===== src/rtl/interrupt_controller.sv =====
// Edge-triggered, fixed-priority interrupt controller: latches request edges and issues
// one interrupt pulse at a time, then blocks until pipeline drain and handler return complete.
module interrupt_controller #(
   parameter int NUM_IRQ      = 4,
   parameter int DRAIN_CYCLES = 5
) (
   input  logic               clk,
   input  logic               reset,
   input  logic [NUM_IRQ-1:0] irq,
   input  logic [NUM_IRQ-1:0] irq_mask,
   input  logic               int_done,
   input  logic               rti,
   output logic               interrupt,
   output logic [2:0]         irq_id,
   output logic [NUM_IRQ-1:0] pending,
   output logic               in_service
);

   typedef enum logic [1:0] {IDLE, ISSUE, DRAIN, SERVICE} state_t;

   state_t             state_reg, state_next;
   logic [NUM_IRQ-1:0] irq_q_reg;
   logic [NUM_IRQ-1:0] pending_reg, pending_next;
   logic [NUM_IRQ-1:0] edge_det, candidate, clear_mask;
   logic [3:0]         cnt_reg, cnt_next;
   logic               done_seen_reg, done_seen_next;
   logic               armed_reg;
   logic               interrupt_reg, interrupt_next;
   logic               in_service_reg, in_service_next;
   logic [2:0]         irq_id_reg, irq_id_next;
   logic [2:0]         winner;
   logic               issue_fire;

   // irq_q clears on reset, so the first post-reset sample only primes it; a line
   // held high through reset must toggle before it counts as a request.
   assign edge_det  = armed_reg ? (irq & ~irq_q_reg) : '0;
   assign candidate = pending_reg & ~irq_mask;

   always_comb begin
      winner = '0;
      for (int i = NUM_IRQ - 1; i >= 0; i--) begin
         if (candidate[i]) winner = 3'(i);
      end
   end

   // A new edge on the line being issued wins over the clear.
   generate
      for (genvar gi = 0; gi < NUM_IRQ; gi++) begin : g_pending
         assign clear_mask[gi]   = issue_fire && (winner == 3'(gi));
         assign pending_next[gi] = edge_det[gi] | (pending_reg[gi] & ~clear_mask[gi]);
      end
   endgenerate

   always_comb begin
      state_next      = state_reg;
      cnt_next        = cnt_reg;
      done_seen_next  = done_seen_reg;
      interrupt_next  = 1'b0;
      in_service_next = in_service_reg;
      irq_id_next     = irq_id_reg;
      issue_fire      = 1'b0;
      case (state_reg)
         IDLE: begin
            if (|candidate) begin
               issue_fire      = 1'b1;
               state_next      = ISSUE;
               interrupt_next  = 1'b1;
               irq_id_next     = winner;
               cnt_next        = 4'(DRAIN_CYCLES);
               in_service_next = 1'b1;
            end
         end
         ISSUE: state_next = DRAIN;
         DRAIN: begin
            if (int_done) done_seen_next = 1'b1;
            if (cnt_reg == 4'd0 && (done_seen_reg || int_done)) begin
               state_next = SERVICE;
            end else if (cnt_reg != 4'd0) begin
               cnt_next = cnt_reg - 4'd1;
            end
         end
         SERVICE: begin
            if (rti) begin
               state_next      = IDLE;
               done_seen_next  = 1'b0;
               in_service_next = 1'b0;
            end
         end
         default: state_next = IDLE;
      endcase
   end

   always_ff @(posedge clk or posedge reset) begin
      if (reset) begin
         state_reg      <= IDLE;
         irq_q_reg      <= '0;
         pending_reg    <= '0;
         cnt_reg        <= '0;
         done_seen_reg  <= 1'b0;
         armed_reg      <= 1'b0;
         interrupt_reg  <= 1'b0;
         in_service_reg <= 1'b0;
         irq_id_reg     <= '0;
      end else begin
         state_reg      <= state_next;
         irq_q_reg      <= irq;
         pending_reg    <= pending_next;
         cnt_reg        <= cnt_next;
         done_seen_reg  <= done_seen_next;
         armed_reg      <= 1'b1;
         interrupt_reg  <= interrupt_next;
         in_service_reg <= in_service_next;
         irq_id_reg     <= irq_id_next;
      end
   end

   assign interrupt  = interrupt_reg;
   assign irq_id     = irq_id_reg;
   assign pending    = pending_reg;
   assign in_service = in_service_reg;

endmodule


===== config.mk =====
export PLATFORM = sky130hd
export DESIGN_NAME = interrupt_controller
export DESIGN_NICKNAME = d
export VERILOG_FILES = /design/src/rtl/interrupt_controller.sv
export SDC_FILE = /design/constraint.sdc
export NUM_CORES = 1
export LEC_CHECK = 0
export CAP_MARGIN = 20
export CORE_MARGIN = 8
export CORE_UTILIZATION = 29
export CTS_CLUSTER_SIZE = 25
export DETAILED_ROUTE_END_ITERATION = 8
export DONT_BUFFER_PORTS = 1
export GPL_TIMING_DRIVEN = 0
export PLACE_DENSITY_LB_ADDON = 0.1
export SLEW_MARGIN = 15
export SYNTH_ARGS = -nofsm -noshare
export SYNTH_HDL_FRONTEND = slang
export SYNTH_SLANG_ARGS = --single-unit
export TNS_END_PERCENT = 20

===== constraint.sdc =====
create_clock -name clk -period 2 [get_ports clk]
set_input_delay 0.2 -clock clk [delete_from_list [all_inputs] [get_ports clk]]
set_output_delay 0.2 -clock clk [all_outputs]
set_load 0.02 [all_outputs]

Word level (Yosys, flattened, before mapping)
Index checks and enable logic that the tools add are counted.
{ "word_totals": {"ff_bits": 21, "in_bits": 12, "output_inout_bits": 9, "word_cells": 77} }
{ "classes": {"addsub": 1, "n_eq_ne": 12, "n_mux": 20, "bitwise": 16, "reduce_logical": 19} }
{ "op_table": {"columns": ["operator", "n"], "rows": [
  ["$mux 4", 4],
  ["$ne 2x2->1 const B", 6],
  ["$mux 3", 3],
  ["$reduce_and 3->1", 3],
  ["$and 4x4->4", 2],
  ["$mux 2", 4],
  ["$not 4->4", 2],
  ["$pmux 2 s4", 1],
  ["$pmux 4 s2", 1],
  ["$eq 3x2->1 const B", 2],
  ["$reduce_bool 2->1", 3],
  ["$logic_and 1x1->1", 5],
  ["$mux 1", 5],
  ["$and 1x1->1", 4],
  ["$eq 2x2->1 const B", 2],
  ["$logic_not 4->1", 1],
  ["$not 1->1", 4],
  ["$or 1x1->1", 4],
  ["$pmux 1 s2", 2],
  ["$reduce_and 4->1", 1],
  ["$reduce_bool 4->1", 1],
  ["$reduce_or 4->1", 1],
  ["$sub 4x1->4 const B", 1],
  ["$eq 3x1->1 const B", 1],
  ["other kinds (5)", 5]
]} }

Longest topological paths before layout
Gate-level depths: netlist of run 1.
{ "depth": {"ltp_word": 11, "ltp_mapped": 7, "depth_no_buf": 6} }

Worst setup path before layout of run 1
OpenSTA, ideal clock, no wires.
{ "synth_path": {"path_type": "reg2reg", "startpoint": "register state_reg[0]", "endpoint": "register cnt_reg[0]", "setup_time_ns": 0.125, "arrival_time_ns": 1.531, "required_ns": 1.875, "setup_slack_ns": 0.344, "stages_incl_launch_ff": 7, "n_path_buf": 1, "period_less_slack_ns": 1.656, "cell_sequence": "dfrtp_1 -> inv_1 -> ha_1 -> clkbuf_1 -> a31o_2 -> a21oi_2 -> mux2_4"} }
{ "synth_via": {"elab_chain_cells": 3, "word_cells_on_any_way": 8, "cone_classes": "eq/ne (4); mux (1); reduce/logical (3)"} }
{ "synth_rtl": {"columns": ["element", "line_no", "rtl"], "rows": [
  ["start, declared", "21", "state_t state_reg, state_next;"],
  ["start signal, assigned", "105", "state_reg <= state_next;"],
  ["$eq 2x2->1 or $logic_not 2->1 (tied branches)", "62", "case (state_reg)"],
  ["$ne 2x2->1 (no source line) or $reduce_bool 2->1 (tied branches)", null, null],
  ["$reduce_and 4->1 (no source line)", null, null],
  ["end signal, assigned", "108", "cnt_reg <= cnt_next;"],
  ["end, declared", "25", "logic [3:0] cnt_reg, cnt_next;"]
]} }
Parallel ways exist; a longest one is shown, timed or not.
A chain may end at the register's enable or synchronous reset.

Worst setup path after layout of run 1
Same ends and word-level chain as after synthesis.

==> results of run 1 <==
placed cells by master (no fill, tap or decap), drive strengths merged, types with 2 or more instances in the layout:
cell         Yosys  final
nand2b           3      3
a221oi           2      2
nand3b           2      2
conb             2      2
nor2b            5      5
buf              2      2
dlygate4sd3      0      5
nand2            7      7
mux2             3      3
a21oi            3      3
or3              2      2
clkbuf           1      5
o21ai            4      4
ha               4      4
inv             10     10
nor2             4      4
dfrtp           20     20
cell families after synthesis:
logic type	count (synthesis)	share of synthesized area (%)
AOI/OAI and AO/OA	22	17.4
adders and majority gates	4	4.85
buffers and inverters	13	5.22
DFF	20	48.5
muxes	4	4.98
other	2	0.728
and+or+nand+nor	28	18.3
through the flow:
stage / hold WS [ns] / power (mW) / std cells / cell area, µm² / worst slack, ns
after floorplan: 0.164 / 1.28 / 93 / 1030 / 0.344
after global placement: 0.232 / 1.41 / 139 / 1090 / 0.144
after detailed placement: 0.232 / 1.42 / 139 / 1090 / 0.113
after CTS: 0.0193 / 1.68 / 148 / 1170 / 0.0708
after global routing: 0.0184 / 1.79 / 148 / 1180 / 0.0391
final: 0.0331 / 1.64 / 148 / 1180 / 0.168
worst paths after layout:
check,startpoint,depth (start not counted),end
hold reg to reg,irq_q_reg[2],1,pending[2]
max in group asynchronous,reset,2,cnt_reg[2]
min in group asynchronous,reset,2,irq_q_reg[1]
setup reg to reg,state_reg[0],6,cnt_reg[0]
hold / removal,irq[3],2,pending[3]
setup / recovery,state_reg[0],6,cnt_reg[0]
power groups by stage:
stage	registers, mW	clock network [mW]	logic, mW
after floorplan	0.699	0	0.578
after global placement	0.728	0	0.679
after detailed placement	0.733	0	0.689
after CTS	0.723	0.250	0.702
after global routing	0.744	0.264	0.783
final	0.718	0.235	0.690
per-layer routing:
layer	vias to the layer above	wire, µm	GRT usage (%)
li1	342	-	-
met3	2	122	3.55
met4	0	19	2.56
met5	-	0	0
met1	321	923	9.54
met2	12	903	12.1
cell type report:
type | count | area [µm²] | area share [%]
plain buffers | 3 | 17.5 | 1.49
clock buffers | 4 | 36.3 | 3.09
inverters | 10 | 37.5 | 3.19
multi-input cells | 60 | 477 | 40.5
flip-flops and latches | 20 | 500 | 42.6
well taps | 46 | 57.6 | 4.89
repair buffers | 5 | 50.0 | 4.26
critical path, cell delays in order, from the launching register on:
cell      delay, ns
dfrtp_1        0.39
inv_1          0.07
ha_1           0.23
clkbuf_2       0.20
a31o_2         0.25
a21oi_2        0.24
mux2_4         0.33
repair_timing:
action	CTS	global route
endpoints found under the setup margin	0	1
hold buffers	5	0
endpoints found under the hold margin	24	0
gates resized for setup	0	2
==> metrics, run 1 <==
Main synth FF type=dfrtp_1; share of cells above drive strength 1=approximately a fifth; status=finished, final reports clean; post-layout util=a little over a third; sequential share of power=43.7%; Placeable Area=~3400 µm²; Starting Density=a little under a third; Vias/cell=4.57; Startpoint Class=flop; Post-Syn Area=a little over 1000 µm²; final setup violating endpoints=0; Hold Crit Class=input port to flop; RSZ-0062 raised after global routing=false; fin crit share=91.6%; Ys Warns=0; clk_skew=about 0.011 ns; TNS Setup=0 ns; Pins Over Slew Limit=0; CP Data Required Time=2.19 ns; FMAX=546 MHz; CP Capture Type=flop; register area share after synthesis=between 40% and 50%; synthesized area per cell=between 10 and 15 µm²; Mapped Cells=93; maxcap violations=0; Die Height=75.6 µm; endpoints failing hold=0; DRT Wirelength=1.97 mm; Die Area=5720 µm²; clock slew at reported path FFs=0.12 ns; sw power=658 µW; antenna violations before repair=0; fin nets=119; top cell type's share of synthesized area=48.5%; cell taking the most area after synthesis=dfrtp_1; critical path peak fanout=10; crit path kind=flop to flop; synth top area cells=dfrtp_1 49%, ha_1 4.9%, inv_1 3.6%, mux2_4 2.9%, nor2b_4 2.7%; DRT iter0 DRCs=16; Comb power frac=a little over two fifths; post-synthesis net count=approximately 110; DP Wirelength=between 1.5 and 2 mm; most numerous cell in the Yosys netlist=dfrtp_1; GR Util All Layers=7.87%; via count=677; Fill cells=355; setup bufs post-CTS=0; worst reg-to-reg setup slack=0.17 ns; EDFF count, synth=0; DIE WIDTH=around 76 µm; Synth cell types=41; TritonCTS buffer count=3; ant diodes=0; first-pass GRT wire length=3.42 mm; Slew @ Worst Pin=0.783 ns; largest net degree at the start of global routing=21; Pre-Repair DR Iteration Count=3; port bufs=0; Power Dens Cells=1400 nW/µm²; maximum VDD drop=327 µV; # clock sinks=20; clk_lat worst skew=0.30 ns; vias in the first global route=725; clock root buffer=clkbuf_4; P_int=985 µW; P_leak=slightly above 0.5 nW; antenna viol nets, final=0; Layout area overhead=14.1%; crit path time final=1.83 ns; clock share of power=14.3%; routability cong.=0.687; Post-synth top cells=20 x dfrtp_1, 10 x inv_1, 7 x nand2_1; # H-tree levels=1; WL/cell=about 13 µm; Sw Ratio=40.1%; slew margin rel.=47.7%; GRT overflow=0; Async SR Flop Fraction=100%; Seq cells post-synth=20; # rows=21; worst path arrival time=2.02 ns; drc violations=0; # IOs=21; Max Root-Sink Buffers=2; CTS tree=done
Note: power is estimated with default switching activity, not from simulation.
==> run 2: changes to the inputs <==
--- a/config.mk
+++ b/config.mk
@@ -7,11 +7,12 @@
 export LEC_CHECK = 0
 export CAP_MARGIN = 20
 export CORE_MARGIN = 8
-export CORE_UTILIZATION = 29
+export CORE_UTILIZATION = 50
 export CTS_CLUSTER_SIZE = 25
 export DETAILED_ROUTE_END_ITERATION = 8
 export DONT_BUFFER_PORTS = 1
 export GPL_TIMING_DRIVEN = 0
+export MAX_ROUTING_LAYER = met4
 export PLACE_DENSITY_LB_ADDON = 0.1
 export SLEW_MARGIN = 15
 export SYNTH_ARGS = -nofsm -noshare
==> metrics, run 2 (same netlist as run 1, synthesis figures left out) <==
Power Dens Cells=1420 nW/µm² (+1.6%); P_int=981 µW (-0.33%); Startpoint Class=flop; Fill cells=173 (-51%); GR Util All Layers=11.2% (+3.3 points); slew margin rel.=51.4% (+3.7 points); met3 Usage GRT=4.80% (+1.2 points); Placeable Area=1960 µm² (-42%); DIE WIDTH=61.4 µm (-19%); port bufs=0 (unchanged); final setup violating endpoints=0 (unchanged); maximum VDD drop=714 µV (+120%); DP Cell Count=120 (-14%); crit path time final=1.84 ns (+0.0107 ns); crit path kind=flop to flop; setup bufs post-CTS=0 (unchanged); status=finished, final reports clean; Sw Ratio=39.9% (-0.16 points); WL/cell=14.1 µm (+5.9%); vias in the first global route=709 (-2.2%); critical path peak fanout=10 (unchanged); endpoints failing hold=0 (unchanged); Max Root-Sink Buffers=2 (unchanged); M1 GR Usage=11.5% (+2.0 points); Pins Over Slew Limit=0 (unchanged); worst reg-to-reg setup slack=0.16 ns (about the same); TritonCTS buffer count=3 (unchanged); post-layout util=58.7% (+24 points); clock slew at reported path FFs=0.11 ns (about the same); total power=1.63 mW (-0.59%); RSZ-0062 raised after global routing=false; Pre-Repair DR Iteration Count=4 (+1); CP Capture Type=flop; clk_lat worst skew=0.29 ns (about the same); commonest non-fill, non-tap cells in the layout=20 x dfrtp_1, 10 x inv_1, 7 x nand2_1; CTS tree=done; # clock sinks=20 (unchanged); P_leak=0.516 nW (-0.61%); clk_skew=0.00249 ns (-0.00849 ns); routability cong.=0.761 (+11%); pre-CTS WS=0.174 ns (+0.0611 ns); Hold Crit Class=input port to flop; ant diodes=0 (unchanged); Die Area=3770 µm² (-34%); fin crit share=92.1% (+0.53 points); FMAX=543 MHz (-0.58%); largest net degree at the start of global routing=21 (unchanged); Layout area overhead=11.7%; first-pass GRT wire length=3.06 mm (-10%); sequential share of power=44.2% (+0.5 points); antenna violations before repair=0 (unchanged); Reg2Reg Depth=6 (unchanged); GRT overflow=0 (unchanged); Vias/cell=5.25 (+15%); worst path arrival time=2.03 ns (about the same); DP Wirelength=1.41 mm (-7.8%); Die Height=61.4 µm (-19%); M2 GR Usage=19.6% (+7.5 points); CP Data Required Time=2.19 ns (about the same); share of cells above drive strength 1=17.6% (-0.98 points); via count=677 (unchanged); hold endpoint=pending[0]; Critical R2R Launch=state_reg[0]; sw power=652 µW (-0.99%); commonest non-fill, non-tap cell in the layout=dfrtp_1; maxcap violations=0 (unchanged); clock share of power=13.8% (-0.5 points); Comb power frac=42.0% (about the same); DRT Wirelength=1.82 mm (-7.7%); drc violations=0 (unchanged); TNS Setup=0 ns (unchanged); # H-tree levels=1 (unchanged); antenna viol nets, final=0 (unchanged); Final Non-Filler Cells=129 (-13%); r2r endpoint=cnt_reg[0]; fin nets=119 (unchanged); hold path cells=2 (unchanged); # rows=16 (-24%); hold_sp=irq[0]; DRT iter0 DRCs=13 (-3); Starting Density=52.6% (+22 points); most crowded layer after global routing=met2; Worst Slack Setup Final=0.157 ns (-0.0107 ns); Slew @ Worst Pin=0.728 ns (-0.0549 ns); # IOs=21 (unchanged); clock root buffer=clkbuf_4
==> run 2: cell types whose count changed in the layout (fill, tap and decap cells not counted) <==
| cell | previous run | this run |
|---|---|---|
| clkbuf_1 | 0 | 1 |
| clkbuf_2 | 1 | 0 |
==> run 2: timing repair <==
item                      CTS  global route
hold endpoints to repair   24             0
resized for setup           0             0
hold buffers                5             0
==> run 2: metal layers <==
layer | part of all wire, % | vias up | wire length [µm]
li1 | - | 341 | -
met1 | 44 | 318 | 802
met2 | 48 | 16 | 864
met3 | 7.5 | 2 | 137
met4 | 0.66 | 0 | 12
met5 | 0 | - | 0
==> run 2: through the flow <==
| stage | cell area (µm²) | hold WS (ns) |
|---|---|---|
| global placement | 1060 | 0.232 |
| CTS | 1150 | 0.0276 |
| floorplan | 1030 | 0.164 |
| global route | 1150 | 0.0260 |
| finish | 1150 | 0.0396 |
| detailed placement | 1060 | 0.232 |
==> run 2: cell type report <==
class	instances	area [µm²]	share of cell area (%)
Sequential cell	20	500	43.5
Tap cell	27	33.8	2.93
Buffer	3	16.3	1.41
Inverter	10	37.5	3.26
Multi-Input combinational cell	60	477	41.4
Timing Repair Buffer	5	50.0	4.35
Clock buffer	4	36.3	3.15
==> run 2: critical path: stages, from the launching register on <==
cell and delay, ns:
dfrtp_1 0.39, inv_1 0.07, ha_1 0.22, clkbuf_1 0.23, a31o_2 0.27, a21oi_2 0.24, mux2_4 0.32
==> run 2: how the worst max path moves through the flow <==
stage	slack [ns]	depth (start not counted)	endpoint	startpoint
detailed placement	0.17	6	cnt_reg[0]	state_reg[0]
CTS	0.16	6	cnt_reg[0]	state_reg[0]
global placement	0.20	6	cnt_reg[0]	state_reg[0]
finish	0.16	6	cnt_reg[0]	state_reg[0]
floorplan	0.34	6	cnt_reg[0]	state_reg[0]
global route	0.03	6	cnt_reg[0]	state_reg[0]
==> run 2: power groups by stage <==
stage                     Combinational, mW  Sequential [mW]  Clock [mW]
after floorplan                       0.578            0.699           0
after global placement                0.657            0.726           0
after detailed placement              0.679            0.734           0
after CTS                             0.691            0.726       0.233
after global routing                  0.772            0.740       0.251
final                                 0.686            0.721       0.225
